<file path="src/rtl/filter_stim_pkg.sv">
// +--------------------------------------------------------------------------+
// | Module      : filter_stim_pkg                                             |
// | Description : Shared types and default sizes for the filter stimulus      |
// |               sequencer (state encoding, table entry layout).             |
// | Revision    : 1.0 - initial release                                       |
// +--------------------------------------------------------------------------+
`default_nettype none

package filter_stim_pkg;

  localparam int DEF_WIDTH   = 18;
  localparam int DEF_N_STEPS = 8;
  localparam int DEF_HOLD_W  = 16;

  // Sequencer states; 2-bit encoding is explicit so the register width is fixed.
  typedef enum logic [1:0] {
    IDLE     = 2'd0,
    HOLD     = 2'd1,
    WAIT_ACK = 2'd2,
    DONE     = 2'd3
  } state_e;

  // One stimulus program step at the default word sizes.
  typedef struct packed {
    logic signed [DEF_WIDTH-1:0] val;
    logic [DEF_HOLD_W-1:0]       hold;
  } entry_t;

endpackage

`default_nettype wire

</file>
<file path="src/rtl/filter_stim_table.sv">
// +--------------------------------------------------------------------------+
// | Module      : filter_stim_table                                           |
// | Description : N_STEPS x {value, hold} register file, one synchronous      |
// |               write port and one combinational read port. No reset on     |
// |               the storage; contents are defined only once written.        |
// | Revision    : 1.0 - initial release                                       |
// +--------------------------------------------------------------------------+
`default_nettype none

module filter_stim_table
  import filter_stim_pkg::*;
#(
  parameter int WIDTH   = DEF_WIDTH,
  parameter int N_STEPS = DEF_N_STEPS,
  parameter int HOLD_W  = DEF_HOLD_W,
  parameter int IDX_W   = $clog2(N_STEPS)
) (
  input  logic                    clk_i,
  input  logic                    we_i,
  input  logic [IDX_W-1:0]        waddr_i,
  input  logic signed [WIDTH-1:0] wval_i,
  input  logic [HOLD_W-1:0]       whold_i,
  input  logic [IDX_W-1:0]        raddr_i,
  output logic signed [WIDTH-1:0] rval_o,
  output logic [HOLD_W-1:0]       rhold_o
);

  logic signed [WIDTH-1:0] val_q  [N_STEPS];
  logic [HOLD_W-1:0]       hold_q [N_STEPS];

  // Write port: entry becomes visible on the read port the following cycle.
  always_ff @(posedge clk_i) begin
    if (we_i) begin
      val_q[waddr_i]  <= wval_i;
      hold_q[waddr_i] <= whold_i;
    end
  end

  // Read port: out-of-range addresses (non power-of-two depth) read as zero.
  always_comb begin
    rval_o  = '0;
    rhold_o = '0;
    if (int'(raddr_i) < N_STEPS) begin
      rval_o  = val_q[raddr_i];
      rhold_o = hold_q[raddr_i];
    end
  end

endmodule

`default_nettype wire

</file>
<file path="src/rtl/filter_stim_seq.sv">
// +--------------------------------------------------------------------------+
// | Module      : filter_stim_seq                                             |
// | Description : Plays a {value, hold} stimulus program into the filter      |
// |               input, captures the filter output at the end of each step   |
// |               and hands it to the host over a valid/ready port.           |
// |               Optional macro FILTER_STIM_SEQ_PEAK_EN adds pk_max/pk_min   |
// |               run peak trackers on the filter output.                     |
// | Revision    : 1.0 - initial release                                       |
// +--------------------------------------------------------------------------+
`default_nettype none

module filter_stim_seq
  import filter_stim_pkg::*;
#(
  parameter int WIDTH   = DEF_WIDTH,
  parameter int N_STEPS = DEF_N_STEPS,
  parameter int HOLD_W  = DEF_HOLD_W,
  parameter int IDX_W   = $clog2(N_STEPS)
) (
  input  logic                    emu_clk,
  input  logic                    emu_rst_n,
  input  logic                    start,
  input  logic                    abort,
  input  logic                    cfg_we,
  input  logic [IDX_W-1:0]        cfg_addr,
  input  logic signed [WIDTH-1:0] cfg_val,
  input  logic [HOLD_W-1:0]       cfg_hold,
  output logic signed [WIDTH-1:0] v_in,
  input  logic signed [WIDTH-1:0] v_out,
  output logic                    smp_valid,
  input  logic                    smp_ready,
  output logic signed [WIDTH-1:0] smp_data,
  output logic [IDX_W-1:0]        smp_idx,
  output logic                    busy,
  output logic                    done
`ifdef FILTER_STIM_SEQ_PEAK_EN
  ,
  output logic signed [WIDTH-1:0] pk_max,
  output logic signed [WIDTH-1:0] pk_min
`endif
);

  // A hold of zero is treated as one cycle so the counter never underflows.
  function automatic logic [HOLD_W-1:0] hold_floor(input logic [HOLD_W-1:0] h);
    return (h == '0) ? HOLD_W'(1) : h;
  endfunction

  state_e                  state_q;
  logic [IDX_W-1:0]        idx_q;
  logic [HOLD_W-1:0]       cnt_q;
  logic signed [WIDTH-1:0] v_in_q;
  logic                    smp_valid_q;
  logic signed [WIDTH-1:0] smp_data_q;
  logic [IDX_W-1:0]        smp_idx_q;
  logic                    busy_q;
  logic                    done_q;

  logic                    wr_en;
  logic [IDX_W-1:0]        rd_addr;
  logic signed [WIDTH-1:0] tab_val;
  logic [HOLD_W-1:0]       tab_hold;
  logic                    wr_bypass;
  logic signed [WIDTH-1:0] nxt_val;
  logic [HOLD_W-1:0]       nxt_hold;
  logic                    run_go;

  assign wr_en = cfg_we && !busy_q;

  // While running, look ahead at the next step; otherwise present step 0 for a start.
  assign rd_addr = busy_q ? (idx_q + IDX_W'(1)) : '0;

  // A write landing on the same edge as the read is forwarded, so start plus
  // cfg_we to entry 0 plays the freshly written value.
  assign wr_bypass = wr_en && (cfg_addr == rd_addr);
  assign nxt_val   = wr_bypass ? cfg_val  : tab_val;
  assign nxt_hold  = wr_bypass ? cfg_hold : tab_hold;

  assign run_go = start && !abort && ((state_q == IDLE) || (state_q == DONE));

  filter_stim_table #(
    .WIDTH   (WIDTH),
    .N_STEPS (N_STEPS),
    .HOLD_W  (HOLD_W),
    .IDX_W   (IDX_W)
  ) u_table (
    .clk_i   (emu_clk),
    .we_i    (wr_en),
    .waddr_i (cfg_addr),
    .wval_i  (cfg_val),
    .whold_i (cfg_hold),
    .raddr_i (rd_addr),
    .rval_o  (tab_val),
    .rhold_o (tab_hold)
  );

  // Sequencer FSM with all outputs registered; abort overrides every state.
  always_ff @(posedge emu_clk or negedge emu_rst_n) begin
    if (!emu_rst_n) begin
      state_q     <= IDLE;
      idx_q       <= '0;
      cnt_q       <= HOLD_W'(1);
      v_in_q      <= '0;
      smp_valid_q <= 1'b0;
      smp_data_q  <= '0;
      smp_idx_q   <= '0;
      busy_q      <= 1'b0;
      done_q      <= 1'b0;
    end else if (abort) begin
      state_q     <= IDLE;
      v_in_q      <= '0;
      smp_valid_q <= 1'b0;
      busy_q      <= 1'b0;
      done_q      <= 1'b0;
    end else begin
      case (state_q)
        IDLE, DONE: begin
          if (start) begin
            idx_q   <= '0;
            v_in_q  <= nxt_val;
            cnt_q   <= hold_floor(nxt_hold);
            state_q <= HOLD;
            busy_q  <= 1'b1;
            done_q  <= 1'b0;
          end
        end
        HOLD: begin
          if (cnt_q == HOLD_W'(1)) begin
            smp_data_q  <= v_out;
            smp_idx_q   <= idx_q;
            smp_valid_q <= 1'b1;
            state_q     <= WAIT_ACK;
          end else begin
            cnt_q <= cnt_q - HOLD_W'(1);
          end
        end
        WAIT_ACK: begin
          if (smp_valid_q && smp_ready) begin
            smp_valid_q <= 1'b0;
            if (idx_q == IDX_W'(N_STEPS - 1)) begin
              v_in_q  <= '0;
              state_q <= DONE;
              busy_q  <= 1'b0;
              done_q  <= 1'b1;
            end else begin
              idx_q   <= idx_q + IDX_W'(1);
              v_in_q  <= nxt_val;
              cnt_q   <= hold_floor(nxt_hold);
              state_q <= HOLD;
            end
          end
        end
        default: state_q <= IDLE;
      endcase
    end
  end

  assign v_in      = v_in_q;
  assign smp_valid = smp_valid_q;
  assign smp_data  = smp_data_q;
  assign smp_idx   = smp_idx_q;
  assign busy      = busy_q;
  assign done      = done_q;

`ifdef FILTER_STIM_SEQ_PEAK_EN
  logic                    pk_first_q;
  logic signed [WIDTH-1:0] pk_max_q;
  logic signed [WIDTH-1:0] pk_min_q;

  // Track signed extremes of v_out over the HOLD cycles of the current run.
  always_ff @(posedge emu_clk or negedge emu_rst_n) begin
    if (!emu_rst_n) begin
      pk_first_q <= 1'b0;
      pk_max_q   <= '0;
      pk_min_q   <= '0;
    end else if (run_go) begin
      pk_first_q <= 1'b1;
    end else if (state_q == HOLD) begin
      pk_first_q <= 1'b0;
      if (pk_first_q) begin
        pk_max_q <= v_out;
        pk_min_q <= v_out;
      end else begin
        if (v_out > pk_max_q) pk_max_q <= v_out;
        if (v_out < pk_min_q) pk_min_q <= v_out;
      end
    end
  end

  assign pk_max = pk_max_q;
  assign pk_min = pk_min_q;
`else
  logic unused_run_go;
  assign unused_run_go = run_go;
`endif

endmodule

`default_nettype wire

</file>
<file path="config.mk">
export PLATFORM = sky130hd
export DESIGN_NAME = filter_stim_seq
export DESIGN_NICKNAME = d
export VERILOG_FILES = /design/src/rtl/filter_stim_pkg.sv /design/src/rtl/filter_stim_table.sv /design/src/rtl/filter_stim_seq.sv
export SDC_FILE = /design/constraint.sdc
export NUM_CORES = 1
export LEC_CHECK = 0
export CAP_MARGIN = 20
export CORE_MARGIN = 2
export CORE_UTILIZATION = 50
export CTS_BUF_LIST = sky130_fd_sc_hd__clkbuf_4 sky130_fd_sc_hd__clkbuf_8
export DETAILED_ROUTE_END_ITERATION = 10
export PLACE_DENSITY = 0.7
export SLEW_MARGIN = 15
export SYNTH_ARGS = -nofsm -noshare
export SYNTH_HDL_FRONTEND = slang
export SYNTH_SLANG_ARGS = --single-unit
</file>
<file path="constraint.sdc">
create_clock -name emu_clk -period 9.85 [get_ports emu_clk]
set_input_delay 1.4775 -clock emu_clk [delete_from_list [all_inputs] [get_ports emu_clk]]
set_output_delay 1.4775 -clock emu_clk [all_outputs]
set_load 0.1 [all_outputs]
</file>
==> results of run 1 <==
==> worst max-delay path by stage <==
stage | end | slack [ps] | startpoint
final | cnt_q[0] | 5500 | cfg_we
after global routing | cnt_q[0] | 5380 | cfg_we
after CTS | cnt_q[0] | 5580 | cfg_we
after detailed placement | cnt_q[0] | 4990 | cfg_we
after global placement | cnt_q[0] | 5090 | cfg_we
after floorplan | u_table.hold_q[1][0] | 5430 | cfg_addr[0]
==> registers in the layout, summed over array words and instances (netlist names) <==
name	count
u_table.val_q	144
u_table.hold_q	128
smp_data	18
v_in	18
cnt_q	16
idx_q	3
smp_idx	3
state_q	2
busy	1
done	1
smp_valid	1
==> cell families (layout without fill, tap and decap cells) <==
| logic type | count (synthesis) | in the layout | share of synthesized area (%) |
|---|---|---|---|
| AND/OR/NAND/NOR | 206 | 206 | 7.07 |
| AO/OA/AOI/OAI | 235 | 235 | 11.0 |
| adder cells (fa/ha/maj) | 6 | 6 | 0.540 |
| flip-flops | 335 | 335 | 70.1 |
| multiplexers | 111 | 111 | 8.97 |
| buffers and inverters | 74 | 235 | 2.30 |
==> worst max-delay path: stages <==
cell	delay, ps
clkdlybuf4s50_1	500
nor3b_1	320
nand2_1	90
buf_4	290
inv_2	100
buf_4	630
nor2_1	220
and3_1	230
a221o_1	270
or4bb_1	500
o21ai_1	130
==> stage by stage <==
stage	cells	hold slack (ps)	utilization, %
4_1_cts	1506	487	59.9
3_3_place_gp	1409	465	55.8
6_report	1506	482	59.9
3_5_place_dp	1409	474	55.8
5_1_grt	1506	506	59.9
2_1_floorplan	967	464	-
==> routing by layer <==
metal	GRT usage (%)	part of all wire, %
met1	32.5	43
met2	35.6	45
met4	8.14	2.6
met5	0	0
met3	4.86	8.7
==> power breakdown <==
group,internal (mW),switching [mW]
clock,0.700,0.515
combinational,0.164,0.342
sequential,1.60,0.0624
total,2.46,0.920
==> cell type report <==
type | count | share of cell area, %
Clock buffer | 90 | 6.41
Tap cell | 378 | 2.87
Sequential cell | 335 | 59.1
Clock inverter | 7 | 0.409
Inverter | 13 | 0.296
Multi-Input combinational cell | 558 | 23.7
Timing Repair Buffer | 125 | 7.20
==> cell usage after synthesis (3+ instances only) <==
| library cell | number | area (µm²) |
|---|---|---|
| edfxtp_1 | 272 | 8170 |
| o21ai_0 | 80 | 400 |
| nand2_1 | 64 | 240 |
| dfrtp_1 | 62 | 1550 |
| mux2i_1 | 62 | 621 |
| nor2_1 | 48 | 180 |
| a221oi_1 | 45 | 394 |
| mux2_2 | 43 | 484 |
| clkbuf_1 | 39 | 146 |
| a21oi_1 | 37 | 185 |
| nor3_1 | 30 | 150 |
| o22ai_1 | 25 | 156 |
| nand3_1 | 22 | 110 |
| buf_2 | 16 | 80.1 |
| inv_1 | 13 | 48.8 |
| a211oi_1 | 7 | 52.6 |
| a221o_1 | 7 | 70.1 |
| nand2b_1 | 7 | 43.8 |
| a31oi_1 | 6 | 37.5 |
| ha_1 | 6 | 75.1 |
| nor2b_1 | 6 | 37.5 |
| a22o_1 | 5 | 43.8 |
| buf_4 | 4 | 30.0 |
| mux4_2 | 4 | 90.1 |
| nor4_1 | 4 | 25.0 |
| o221ai_1 | 4 | 35.0 |
| a22oi_1 | 3 | 22.5 |
| nor3b_1 | 3 | 22.5 |
| or3_1 | 3 | 18.8 |
==> impl_metrics.toml, run 1 <==
[drt]
dr.pass1.iters = 7
drc = 0
drt_wl_total_um = 33100
vias = 9011
viasPerCell = 5.98
wl_per_cell_um = 22.0
drt.antenna.violating_nets = 0
drt_iter0_markers = 863

[final_layout]
fillers = 2128
final_layout_size_suffix_gt1_share_pct = 16.3
multi_input_area_um2 = 3910
fin_area_um2 = 16500
flow.area_growth_from_synthesis_pct = 18.6
sequential_cell_area_um2 = 9750
layout.nets = 1153
final_cell_mix = "edfxtp_1 (272), clkdlybuf4s50_1 (101), o21ai_0 (80)"
antenna_cells = 0
layout_commonest_cell = "edfxtp_1"

[cts]
cts_setup_buffers = 0
cts_tree = "built"
cts_resized = 0
clkLatencyLatePin_ps = 590
cts-root-buf = "clkbuf_8"
path_clk_slew_ps = 60
clkSinkCount = 335
ctsHtreeMaxLevel = 2
numCtsBuffers = 53
cts_hold_buf = 0
clock_path_buffers = 3

[placed_design]
placed_cell_area_um2 = 15400
dp.final_hpwl_um = 18500
pre_cts_slack_ps = 4990
gp_congestion = 0.907
io_buffers = 102

[global_route]
grt_pass1_vias = 8907
grt.overflow.total = 0
grt_pass1_wl_um = 50900
grt.total_usage_pct = 23.0
grt_max_degree = 67
antenna_found_initial = 0

[critical_path]
r2r_setup_slack_ps = 5690
path_class = "primary input to flip-flop"
reg2reg_from = "idx_q[0]"
critPathRequiredTime_ps = 10360
endpoint_kind = "flip-flop"
worst_r2r_path_depth = 10
path_max_fanout = 66
worst_r2r_endpoint = "cnt_q[0]"
critical_path.startpoint_type = "primary input"
cp_data_arrival_time_ps = 4860

[floorplanning]
start_util_pct = 50.5
die-area_um2 = 29200
fp.dieH_um = 171
pin_count = 103
die_width_um = 171
num_rows = 61
core_um2 = 27600

[synthesis]
synth_edf_count = 272
synth-main-ff-cell = "edfxtp_1"
netlist_area_um2 = 13900
synth_seq_area_share_pct = 70.1
ys_seq_elements = 335
async_reset_ff_share_pct = 18.8
synth_cell_types = 59
syn_nets = 1034
yosys_warnings = 0
syn_inst = 967
syn_avg_cell_area_um2 = 14.4

[timing]
hold_viol = 0
maxSlewHeadroom_pct = 31.8
fin_setup_tns_ps = 0
slew_violations = 0
rsz0062_at_grt = "no"
finalCritPeriodShare_pct = 44.2
setup_viol = 0
timing.fmax_ghz = 0.230
period_needed_ps = 4350
finalWorstSetupSlack_ps = 5500
worst_slew_pin_slew_ps = 1020
skew_ps = 24.0

[power]
irDropWorstVdd_v = 0.000110
power_density_nw_per_um2 = 205
p_total_mw = 3.38
p_leak_nw = 5.59

[worst_hold_path]
hold_path_depth = 2
hp-class = "flip-flop to flip-flop"
hold_end = "v_in[16]"
hold_start = "v_in[16]"

[outcome]
status = "finished, final reports clean"

[flow_run]
cap_violations = 0
(Power assumes the default switching activity.)
==> inputs of run 2 (changes only) <==
--- a/config.mk
+++ b/config.mk
@@ -10,7 +10,7 @@
 export CORE_UTILIZATION = 50
 export CTS_BUF_LIST = sky130_fd_sc_hd__clkbuf_4 sky130_fd_sc_hd__clkbuf_8
 export DETAILED_ROUTE_END_ITERATION = 10
-export PLACE_DENSITY = 0.7
+export PLACE_DENSITY = 0.72
 export SLEW_MARGIN = 15
 export SYNTH_ARGS = -nofsm -noshare
 export SYNTH_HDL_FRONTEND = slang
==> constraint.sdc (replaced) <==
create_clock -name emu_clk -period 3.6 [get_ports emu_clk]
set_input_delay 0.54 -clock emu_clk [delete_from_list [all_inputs] [get_ports emu_clk]]
set_output_delay 0.54 -clock emu_clk [all_outputs]
set_load 0.1 [all_outputs]
==> impl_metrics.toml, run 2 (synthesis results as in run 1) <==
[outcome]
status = "finished, final reports clean"

[timing]
finalWorstSetupSlack_ps = 490
maxSlewHeadroom_pct = 33.7
skew_ps = 21.0
setup_viol = 0
rsz0062_at_grt = "no"
timing.fmax_ghz = 0.322
slew_violations = 0
fin_setup_tns_ps = 0
worst_slew_pin_slew_ps = 992
period_needed_ps = 3110
finalCritPeriodShare_pct = 86.4
hold_viol = 0

[global_route]
antenna_found_initial = 0
grt.total_usage_pct = 22.9
grt_pass1_wl_um = 50700
grt_max_degree = 86
grt_pass1_vias = 8955
grt.overflow.total = 0

[placed_design]
pre_cts_slack_ps = 480
dp.final_hpwl_um = 19600
gp_congestion = 0.877
io_buffers = 102
placed_cell_area_um2 = 15500

[final_layout]
final_cell_mix = "edfxtp_1 (272), clkdlybuf4s50_1 (100), o21ai_0 (80)"
layout_commonest_cell = "edfxtp_1"
max_flop_register = "u_table.val_q"
layout.nets = 1168
fin_area_um2 = 16500
final_layout_size_suffix_gt1_share_pct = 16.1
antenna_cells = 0
flow.area_growth_from_synthesis_pct = 18.8
reg_top3 = "u_table.val_q x144, u_table.hold_q x128"
fillers = 2091
largest_reg_flops = 144

[critical_path]
endpoint_kind = "flip-flop"
critical_path.startpoint_type = "flip-flop"
crit_path_max_incr_delay_ps = 640
reg2reg_from = "idx_q[0]"
path_max_fanout = 85
cp_cell_sequence = "buf_12, nand2b_1, buf_4, mux2i_1, o221ai_1, nand3_1, nand3_1, or3_1, o21ai_1"
critPathLaunch = "idx_q[0]"
cp_data_arrival_time_ps = 3630
critPathRequiredTime_ps = 4120
path_class = "flip-flop to flip-flop"
path_common_cell = "nand3_1"
critPathSlowestCell = "nand2b_1"
r2r_setup_slack_ps = 490

[flow_run]
cap_violations = 0

[cts]
clock_path_buffers = 3
cts_hold_buf = 1
cts_resized = 0
cts_tree = "built"
clkLatencyLatePin_ps = 590
clkSinkCount = 335
path_clk_slew_ps = 60
cts-root-buf = "clkbuf_8"
cts_setup_buffers = 0
numCtsBuffers = 53
ctsHtreeMaxLevel = 2

[floorplanning]
num_rows = 61
die-area_um2 = 29200
core_um2 = 27600
start_util_pct = 50.5
die_width_um = 171
fp.dieH_um = 171
pin_count = 103

[power]
switchingPower_mw = 2.54
power_density_nw_per_um2 = 547
p_leak_nw = 5.60
irDropWorstVdd_v = 0.000351
clkPwrFrac_pct = 34.1
internal-power_mw = 6.51
seq_power_share_pct = 50.3
combPwrFrac_pct = 15.6
sw_frac_of_total_pct = 28.1

[drt]
wl_per_cell_um = 21.5
drt.antenna.violating_nets = 0
dr.pass1.iters = 7
vias = 9025
drt_iter0_markers = 910
viasPerCell = 5.94
drc = 0
drt_wl_total_um = 32700

[worst_hold_path]
hp-class = "primary input to asynchronous set/reset pin"
run 2: cell count changes in the layout (fill, tap and decap cells not counted), sizes merged, moves of 2 or more:
cell and delta:
inv -2, buf +15, clkinv +15, clkbuf -15
run 2: final timing paths:
check / end / cells after the start
worst min register to register: v_in[5] / 2
worst max-delay path: cnt_q[0] / 9
min in group emu_clk: v_in[5] / 2
worst min-delay path: cnt_q[5] / 2
worst max register to register: cnt_q[0] / 9
max in group asynchronous: idx_q[0] / 3
run 2: through the flow:
stage | cells | hold slack, ps | power, mW | utilization, %
final | 1519 | 368 | 9.04 | 60.0
after floorplan | 967 | 244 | 5.52 | -
after global placement | 1423 | 428 | 5.99 | 56.2
after global routing | 1519 | 401 | 9.39 | 60.0
after CTS | 1519 | 371 | 9.09 | 60.0
after detailed placement | 1423 | 437 | 6.02 | 56.2
run 2: layout make-up:
| type | instances | area [µm²] | area share (%) |
|---|---|---|---|
| sequential | 335 | 9750 | 59.0 |
| multi-input combinational | 558 | 3910 | 23.7 |
| timing repair buffer | 140 | 1310 | 7.95 |
| clock buffer | 75 | 932 | 5.64 |
| tap | 378 | 473 | 2.86 |
| clock inverter | 20 | 95.1 | 0.575 |
| inverter | 13 | 48.8 | 0.295 |
run 2: per-layer routing:
metal / vias up / track usage (%) / part of all wire, %
li1: 4060 / - / -
met1: 4453 / 31.0 / 42
met2: 438 / 37.3 / 48
met3: 74 / 4.16 / 8.0
met4: 0 / 7.88 / 2.4
met5: - / 0 / 0
run 2: power by group through the flow:
stage	sequential, mW	clock, mW	combinational, mW
6_report	4.55	3.08	1.41
5_1_grt	4.57	3.31	1.51
4_1_cts	4.54	3.14	1.41
3_5_place_dp	4.62	0	1.40
3_3_place_gp	4.61	0	1.38
2_1_floorplan	4.92	0	0.606
run 2: worst max-delay path: cells and delay by family (launching register included):
family,cells,cell delay (ps)
buffers and inverters,2,710
and+or+nand+nor,4,1340
muxes,1,200
AOI/OAI and AO/OA,2,260
DFF,1,430
